File: config.mk
export PLATFORM = sky130hd
export DESIGN_NAME = ariane_regfile_lvt
export DESIGN_NICKNAME = d
export VERILOG_FILES = /design/src/rtl/ariane_regfile_lvt.sv
export SDC_FILE = /design/constraint.sdc
export NUM_CORES = 2
export LEC_CHECK = 0
export ABC_AREA = 0
export CAP_MARGIN = 10
export CORE_UTILIZATION = 35
export CTS_CLUSTER_DIAMETER = 50
export DETAILED_ROUTE_END_ITERATION = 10
export PLACE_DENSITY_LB_ADDON = 0.2
export SLEW_MARGIN = 20
export SYNTH_ARGS = -nofsm -noshare
export SYNTH_HDL_FRONTEND = slang
export SYNTH_SLANG_ARGS = --single-unit
export TNS_END_PERCENT = 30
File: constraint.sdc
create_clock -name clk_i -period 4.4 [get_ports clk_i]
set_input_delay 0.66 -clock clk_i [delete_from_list [all_inputs] [get_ports clk_i]]
set_output_delay 0.66 -clock clk_i [all_outputs]
set_load 0.1 [all_outputs]
File: src/rtl/ariane_regfile_lvt.sv
// ariane_regfile_lvt: multi-port register file for FPGA builds, built from
// dual-port block RAM banks plus a live-value table (LVT) that tracks which
// write port holds the newest copy of each word. A clear sequencer zeroes the
// RAM after reset, since block RAM contents cannot be reset.
// Optional feature macro: ARIANE_REGFILE_BYPASS_EN (write-first forwarding of
// same-cycle writes to reads); without it reads are read-first.

// Dual-port block RAM bank: port A writes, port B reads (read-first).
module bram_tdp_rf #(
    parameter int unsigned DATA_WIDTH = 32,
    parameter int unsigned NUM_WORDS  = 32,
    parameter int unsigned AW         = $clog2(NUM_WORDS)
) (
    input  logic                  clk_i,
    input  logic                  en_a_i,
    input  logic                  we_a_i,
    input  logic [AW-1:0]         addr_a_i,
    input  logic [DATA_WIDTH-1:0] wdata_a_i,
    input  logic                  en_b_i,
    input  logic [AW-1:0]         addr_b_i,
    output logic [DATA_WIDTH-1:0] rdata_b_o
);
    logic [DATA_WIDTH-1:0] mem_q [NUM_WORDS];

    // Port A write
    always_ff @(posedge clk_i) begin
        if (en_a_i && we_a_i) mem_q[addr_a_i] <= wdata_a_i;
    end

    // Port B registered read; returns the pre-write word on a same-edge write
    always_ff @(posedge clk_i) begin
        if (en_b_i) rdata_b_o <= mem_q[addr_b_i];
    end
endmodule

module ariane_regfile_lvt #(
    parameter int unsigned DATA_WIDTH     = 32,
    parameter int unsigned NUM_WORDS      = 32,
    parameter int unsigned NR_READ_PORTS  = 2,
    parameter int unsigned NR_WRITE_PORTS = 2,
    parameter int unsigned ZERO_REG_ZERO  = 0
) (
    input  logic                                                     clk_i,
    input  logic                                                     rst_ni,
    input  logic                                                     test_en_i,
    input  logic [NR_READ_PORTS-1:0][$clog2(NUM_WORDS)-1:0]          raddr_i,
    output logic [NR_READ_PORTS-1:0][DATA_WIDTH-1:0]                 rdata_o,
    input  logic [NR_WRITE_PORTS-1:0][$clog2(NUM_WORDS)-1:0]         waddr_i,
    input  logic [NR_WRITE_PORTS-1:0][DATA_WIDTH-1:0]                wdata_i,
    input  logic [NR_WRITE_PORTS-1:0]                                we_i,
    output logic                                                     init_done_o
);
    localparam int unsigned AW = $clog2(NUM_WORDS);
    localparam int unsigned LW = (NR_WRITE_PORTS > 1) ? $clog2(NR_WRITE_PORTS) : 1;

    typedef enum logic {CLEAR, READY} state_e;

    state_e        state_q, state_d;
    logic [AW-1:0] clr_cnt_q, clr_cnt_d;
    logic          clearing;

    logic [NR_WRITE_PORTS-1:0]                 we_masked;
    logic [NR_WRITE_PORTS-1:0]                 bank_we;
    logic [NR_WRITE_PORTS-1:0][AW-1:0]         bank_waddr;
    logic [NR_WRITE_PORTS-1:0][DATA_WIDTH-1:0] bank_wdata;
    logic [DATA_WIDTH-1:0]                     bank_rdata [NR_WRITE_PORTS][NR_READ_PORTS];

    logic [LW-1:0]                             lvt_q [NUM_WORDS];

    logic [NR_READ_PORTS-1:0][AW-1:0]          raddr_p1;
    logic [NR_READ_PORTS-1:0][LW-1:0]          lvt_sel_p1;
    logic                                      vld_p1;

    // Clock gating is not used inside; the bypass input is kept for port compatibility
    logic unused_test_en;
    assign unused_test_en = test_en_i;

    // Clear sequencer state and address counter
    always_ff @(posedge clk_i or negedge rst_ni) begin
        if (!rst_ni) begin
            state_q   <= CLEAR;
            clr_cnt_q <= '0;
        end else begin
            state_q   <= state_d;
            clr_cnt_q <= clr_cnt_d;
        end
    end

    // Walk every address once, then stay READY until the next reset
    always_comb begin
        state_d   = state_q;
        clr_cnt_d = clr_cnt_q;
        if (state_q == CLEAR) begin
            clr_cnt_d = clr_cnt_q + AW'(1);
            if (clr_cnt_q == AW'(NUM_WORDS - 1)) state_d = READY;
        end
    end

    // Sequencer outputs
    always_comb begin
        clearing    = (state_q == CLEAR);
        init_done_o = (state_q == READY);
    end

    // Write-port steering: user writes in READY, zero-fill through port 0 while clearing
    always_comb begin
        for (int w = 0; w < NR_WRITE_PORTS; w++) begin
            we_masked[w]  = we_i[w] && !clearing &&
                            !((ZERO_REG_ZERO != 0) && (waddr_i[w] == '0));
            bank_we[w]    = we_masked[w];
            bank_waddr[w] = waddr_i[w];
            bank_wdata[w] = wdata_i[w];
        end
        if (clearing) begin
            bank_we[0]    = 1'b1;
            bank_waddr[0] = clr_cnt_q;
            bank_wdata[0] = '0;
        end
    end

    // One bank per (write port, read port) pair
    for (genvar w = 0; w < NR_WRITE_PORTS; w++) begin : g_wr
        for (genvar r = 0; r < NR_READ_PORTS; r++) begin : g_rd
            bram_tdp_rf #(
                .DATA_WIDTH (DATA_WIDTH),
                .NUM_WORDS  (NUM_WORDS),
                .AW         (AW)
            ) i_bank (
                .clk_i     (clk_i),
                .en_a_i    (1'b1),
                .we_a_i    (bank_we[w]),
                .addr_a_i  (bank_waddr[w]),
                .wdata_a_i (bank_wdata[w]),
                .en_b_i    (1'b1),
                .addr_b_i  (raddr_i[r]),
                .rdata_b_o (bank_rdata[w][r])
            );
        end
    end

    // Live-value table; ascending loop lets the highest-indexed colliding port win
    always_ff @(posedge clk_i or negedge rst_ni) begin
        if (!rst_ni) begin
            for (int i = 0; i < NUM_WORDS; i++) lvt_q[i] <= '0;
        end else if (clearing) begin
            lvt_q[clr_cnt_q] <= '0;
        end else begin
            for (int w = 0; w < NR_WRITE_PORTS; w++) begin
                if (we_masked[w]) lvt_q[waddr_i[w]] <= LW'(w);
            end
        end
    end

    // ---- stage p0 -> p1: capture read address, LVT selector and readiness ----
    always_ff @(posedge clk_i or negedge rst_ni) begin
        if (!rst_ni) begin
            raddr_p1   <= '0;
            lvt_sel_p1 <= '0;
            vld_p1     <= 1'b0;
        end else begin
            raddr_p1 <= raddr_i;
            for (int r = 0; r < NR_READ_PORTS; r++) lvt_sel_p1[r] <= lvt_q[raddr_i[r]];
            vld_p1   <= (state_q == READY);
        end
    end

`ifdef ARIANE_REGFILE_BYPASS_EN
    logic [NR_READ_PORTS-1:0]                 hit_p0, hit_p1;
    logic [NR_READ_PORTS-1:0][DATA_WIDTH-1:0] fwd_p0, fwd_p1;

    // Detect a same-cycle write to the address being read; last matching port wins
    always_comb begin
        for (int r = 0; r < NR_READ_PORTS; r++) begin
            hit_p0[r] = 1'b0;
            fwd_p0[r] = '0;
            for (int w = 0; w < NR_WRITE_PORTS; w++) begin
                if (we_masked[w] && (waddr_i[w] == raddr_i[r])) begin
                    hit_p0[r] = 1'b1;
                    fwd_p0[r] = wdata_i[w];
                end
            end
        end
    end

    // ---- stage p0 -> p1: capture forwarding hit and word ----
    always_ff @(posedge clk_i or negedge rst_ni) begin
        if (!rst_ni) begin
            hit_p1 <= '0;
            fwd_p1 <= '0;
        end else begin
            hit_p1 <= hit_p0;
            fwd_p1 <= fwd_p0;
        end
    end
`endif

    // Read mux: newest bank per LVT, optional forwarding, zero during clear and for x0
    always_comb begin
        for (int r = 0; r < NR_READ_PORTS; r++) begin
            rdata_o[r] = '0;
            if (vld_p1) begin
                rdata_o[r] = bank_rdata[lvt_sel_p1[r]][r];
`ifdef ARIANE_REGFILE_BYPASS_EN
                if (hit_p1[r]) rdata_o[r] = fwd_p1[r];
`endif
                if ((ZERO_REG_ZERO != 0) && (raddr_p1[r] == '0)) rdata_o[r] = '0;
            end
        end
    end
endmodule

# Yosys cells after proc, flatten, opt, wreduce, memory -nomap -nowiden
# Memory sizes are Yosys's and may differ from the RTL's. A register that Yosys moved wholly into a read port is not among the register bits.
# Index checks and enable logic that the tools add are counted.
# op_classes
addsub	1
magnitude_cmp	10
eq_ne	1
muxes	33
bitwise_logic	12
reduce_logical	5
# op_table
op	count
$mux W32	10
$mux W64	3
$and A32 B32 Y32	2
$not A32 Y32	2
$or A32 B32 Y32	1
$ge A6 B6 Y1 const B	5
$not A5 Y6	5
$lt A6 B1 Y1 const B	3
$demux W1 S5	3
$mux W1	14
$bmux W1 S5	2
$add A5 B1 Y5 const B	1
$eq A5 B5 Y1 const B	1
$logic_and A1 B1 Y1	5
$mux W5	1
$ge A2 B2 Y1 const B	2
$not A1 Y2	2
# word_totals
register_bits	41
mem_bits_rw	4096
input_bits	89
out_inout_bits	65
elab_cells	103
mem_count	4
# mem_list
memory	depth	width	read_ports	rd_ports_with_merged_regs	write_ports	line_no	text
g_wr[0].g_rd[0].i_bank.mem_q	32	32	1	1	1	23	logic [DATA_WIDTH-1:0] mem_q [NUM_WORDS];
g_wr[0].g_rd[1].i_bank.mem_q	32	32	1	1	1	23	
g_wr[1].g_rd[0].i_bank.mem_q	32	32	1	1	1	23	
g_wr[1].g_rd[1].i_bank.mem_q	32	32	1	1	1	23	

# Depth between registers and ports, before layout
# logic_depth
ltp_word	12
mapped_depth	8
mapped_depth_nobuf	5

# Modules after synthesis
# A second synthesis with hierarchy kept.
# hier_totals
cells_unflattened	9529
hier_area_um2	167384.3
# by_module_without_submodules
module	instances	cells_each	area_per_inst_um2	seq_area_each_um2
bram_tdp_rf	4	2262	40814.1	31710.4
ariane_regfile_lvt	1	481	4127.7	1026.0

# Worst setup path before layout
# OpenSTA, ideal clock, no wires.
# synth_path
kind	register to register
from	register state_q, in the netlist init_done_o
to	memory g_wr[0].g_rd[1].i_bank.mem_q[17][0], enable pin
setup_ns	0.421
t_arrival_ns	3.353
required_ns	3.979
path_slack_ns	0.626
path_stages_with_launch	6
cell_sequence	dfrtp_1 -> clkbuf_1 -> buf_2 -> nand4b_1 -> a21boi_1 -> nor2_1
# synth_between
elab_chain_cells	4
# synth_lines
element	line_no	text
from (decl)	58	state_e state_q, state_d;
from (signal assigned)	84	state_q <= state_d;
$logic_and A1 B1 Y1	108	we_masked[w] = we_i[w] && !clearing &&
$mux W1	114	if (clearing) begin
$mux W1	27	if (en_a_i && we_a_i) mem_q[addr_a_i] <= wdata_a_i;
$mux W1 (implied by the code)	27	
to (decl)	23	
# Parallel ways exist; a longest one is shown, timed or not.

==> run_results.csv <==
group,metric,value,unit
outcome,outcome,"complete, no violations",
timing,setup_ws,0.538,ns
worst_setup_path,ff2ff_path_depth,4,
global_route,grt_pass1_wl,533000,microns
synth,synth-adder-area-share,0.0616,%
global_route,grt_overflow_total,0,
die,ios,154,
die,initial_core_util,35.2,%
cts,insertion_delay,0.88,ns
synth,synth_xor_area_share,0.0259,%
cts,cts.path.max_buffers,4,
synth,synth-async-reset-ratio,1.85,%
worst_setup_path,worst-path-stages,4,
global_route,grt_pass1_vias,63820,
detailed_routing,drt_pass1_iterations,5,
worst_setup_path,cp.required,3.74,ns
synth,synth_compound_area_share,5.96,%
synth,syn_avg_cell_area,17.6,sq um
placement,hpwl,239000,microns
cts,clock-root-buffer,"clkbuf_16",
cells_and_area,multi_input_area,0.0343,sq mm
worst_setup_path,path_max_fanout,16,
synth,synth_top_family_by_area,"multiplexers",
global_route,grt_usage,26.5,%
placement,gp_congestion,0.871,
synth,synthTopCellsByArea,"edfxtp_1, mux4_2, mux2i_1",
die,dieArea,0.292,sq mm
detailed_routing,finalWirelength,394000,microns
detailed_routing,ant_nets,0,
worst_setup_path,cp_num_buf_inv,2,
timing,whs,0.306,ns
cts,cts.sinks,2217,
worst_setup_path,critPathTopFamily,"flip-flops",
detailed_routing,wl_per_cell,39.1,microns
synth,syn-cell-area,0.102,sq mm
synth,yosysTopAreaCellShare,60.6,%
pwr,clkPwrFrac,43.7,%
pwr,swShare,25.6,%
die,dieWidth,541,microns
cts,htree_levels,5,
detailed_routing,vias_per_cell,6.29,
worst_setup_path,slowest_stage,"dfrtp_2",
synth,ys_warn_count,0,
cts,cts.clk_slew.worst_paths,0.06,ns
worst_setup_path,cp_common_cell,"buf_4",
cts,cts.repair.resized,0,
worst_setup_path,arrival,3.20,ns
run,cap_viol_max_count,0,
pwr,internal_power,0.0384,W
cells_and_area,nets,6172,
timing,worst_pin_slew,1.21,ns
timing,hold_viol,0,
worst_setup_path,cp_cell_sequence,"buf_4 > mux2i_1 > nor2b_1 > buf_4",
timing,rsz0062_at_grt,"no",
cts,postCtsSetupRepairBufs,0,
synth,seq_area_frac_synth,64.1,%
cells_and_area,fillers,25776,
timing,finalCriticalPeriod,3.86,ns
synth,syn_nets,5862,
synth,ys_ff_latch,2217,
placement,dpl_worst_slack,0.844,ns
synth,synth_ff_type,"edfxtp_1",
worst_setup_path,start_kind,"flip-flop",
timing,fin_tns_setup,0,ns
detailed_routing,drt_iter0_drc,8340,
timing,clock-skew-final,0.0428,ns
cts,cts_tree,"yes",
die,rows,197,
timing,slew_headroom,19.2,%
die,core,0.288,sq mm
pwr,power.density,437,mW/mm^2
cells_and_area,ff_latch_area,0.0651,sq mm
min_path,min_path_cells,1,
worst_setup_path,cp-end-kind,"output pin",
synth,synth_edf_count,2048,
synth,synthMuxAreaShare,23.3,%
global_route,grt_antenna_before_repair,38,
min_path,hp-class,"in2reg",
timing,setup_viol,0,
synth,syn_inst,5768,
cells_and_area,layout.cells.most_common,"edfxtp_1",
synth,post-synth-top-area-cell,"edfxtp_1",
timing,finalCritPeriodShare,87.8,%
timing,fmax,0.259,GHz
die,die_h,541,microns
timing,final_max_slew_viol_count,0,
cells_and_area,syn_to_final_growth,16.3,%
cells_and_area,drive_gt1_share,22.6,%
pwr,switchingPower,0.0132,W
cells_and_area,layout_common_cells,"edfxtp_1, mux2i_1, a22oi_1, mux4_2, buf_4",
pwr,p_comb_share,10.3,%
synth,synth-simple-area-share,3.75,%
pwr,p_leak,39.8,nW
cts,cts_buffers,278,
worst_setup_path,slowest_delay,0.80,ns
global_route,grt_max_degree,86,
detailed_routing,vias,63405,
detailed_routing,drc_errors,0,
pwr,p_seq_share,45.9,%
pwr,irDropWorstVdd,364,uV
worst_setup_path,setup.worst_path.class,"reg2out",
placement,place.port_buffers,152,
synth,synthDistinctLibCells,59,
kinds of logic (layout without fill, tap and decap cells):
kind of cell               count (synthesis)  after routing
AOI/OAI and AO/OA                        831            831
adders and majority gates                  5              5
DFF                                     2217           2217
xor gates and xnor gates                   3              3
muxes                                   1549           1549
other                                      0              8
buffers and inverters                    450            976
and+or+nand+nor                          713            713
synth_stat cells, types with 38 or more instances:
cell type     n
edfxtp_1   2048
mux2i_1     933
a22oi_1     607
mux4_2      469
nand3_1     217
buf_2       160
mux4_1      142
dfxtp_1     128
clkbuf_1    115
nand4_1     105
nor2b_1     103
nor2_1       91
buf_4        83
nand2_1      80
a21oi_1      64
and2_1       50
dfrtp_1      41
buf_6        38
power groups by stage:
stage / sequential [W] / clock, W / combinational [W]
3_3_place_gp: 0.0241 / 0 / 0.00526
5_1_grt: 0.0237 / 0.0236 / 0.00549
4_1_cts: 0.0237 / 0.0228 / 0.00529
3_5_place_dp: 0.0241 / 0 / 0.00528
6_report: 0.0237 / 0.0226 / 0.00533
2_1_floorplan: 0.0238 / 0 / 0.00333
repair_timing:
| action | in CTS | in global routing |
|---|---|---|
| hold endpoints to repair | 41 | 0 |
| hold buffers | 1 | 0 |
| setup endpoints to repair | 0 | 0 |
layer usage:
| layer | global-route usage (%) | up-vias | wire (microns) |
|---|---|---|---|
| li1 | - | 24970 | - |
| met1 | 36.3 | 34127 | 160000 |
| met2 | 40.9 | 3610 | 178000 |
| met3 | 5.30 | 680 | 36800 |
| met4 | 11.3 | 18 | 18500 |
| met5 | 0 | - | 132 |
registers in the layout (all words and copies together), names as in the netlist:
signal	flops
vld_p1	1
g_wr.g_rd.i_bank.rdata_b_o	128
g_wr.g_rd.i_bank.mem_q	2048
lvt_sel_p1	2
init_done_o	1
clr_cnt_q	5
lvt_q	32
layout make-up:
class | instances | area share [%]
clock buffers | 368 | 6.45
multi-input cells | 3101 | 29.1
well taps | 3781 | 4.01
inverters | 3 | 0.00954
diodes | 8 | 0.0170
flip-flops and latches | 2217 | 55.1
repair buffers | 477 | 4.18
clock inverters | 128 | 1.11
worst register-to-register path, cell delays in order (launching register included):
cell and delay [ns]:
dfrtp_4 0.66, nor4bb_1 0.77, a21oi_2 0.36, nor2_4 0.18, buf_4 0.76
stage by stage:
stage	util (%)	instance area, sq um	cells	total power [W]
after detailed placement	37.8	109000	9576	0.0294
after CTS	40.9	118000	10073	0.0518
after floorplan	-	102000	5768	0.0272
after global routing	40.9	118000	10078	0.0528
final	40.9	118000	10083	0.0516
after global placement	37.8	109000	9576	0.0294
worst paths after layout:
check	start	slack (ns)	endpoint
max in group asynchronous	rst_ni	3.12	init_done_o
max reg2reg	init_done_o	1.22	g_wr[0].g_rd[1].i_bank.mem_q[4][19]
max	lvt_sel_p1[1]	0.54	rdata_o[43]
min	wdata_i[35]	0.31	g_wr[1].g_rd[0].i_bank.mem_q[12][3]
min in group asynchronous	rst_ni	0.55	lvt_q[25]
min reg2reg	lvt_q[17]	0.58	lvt_q[17]
(Power assumes the default switching activity.)
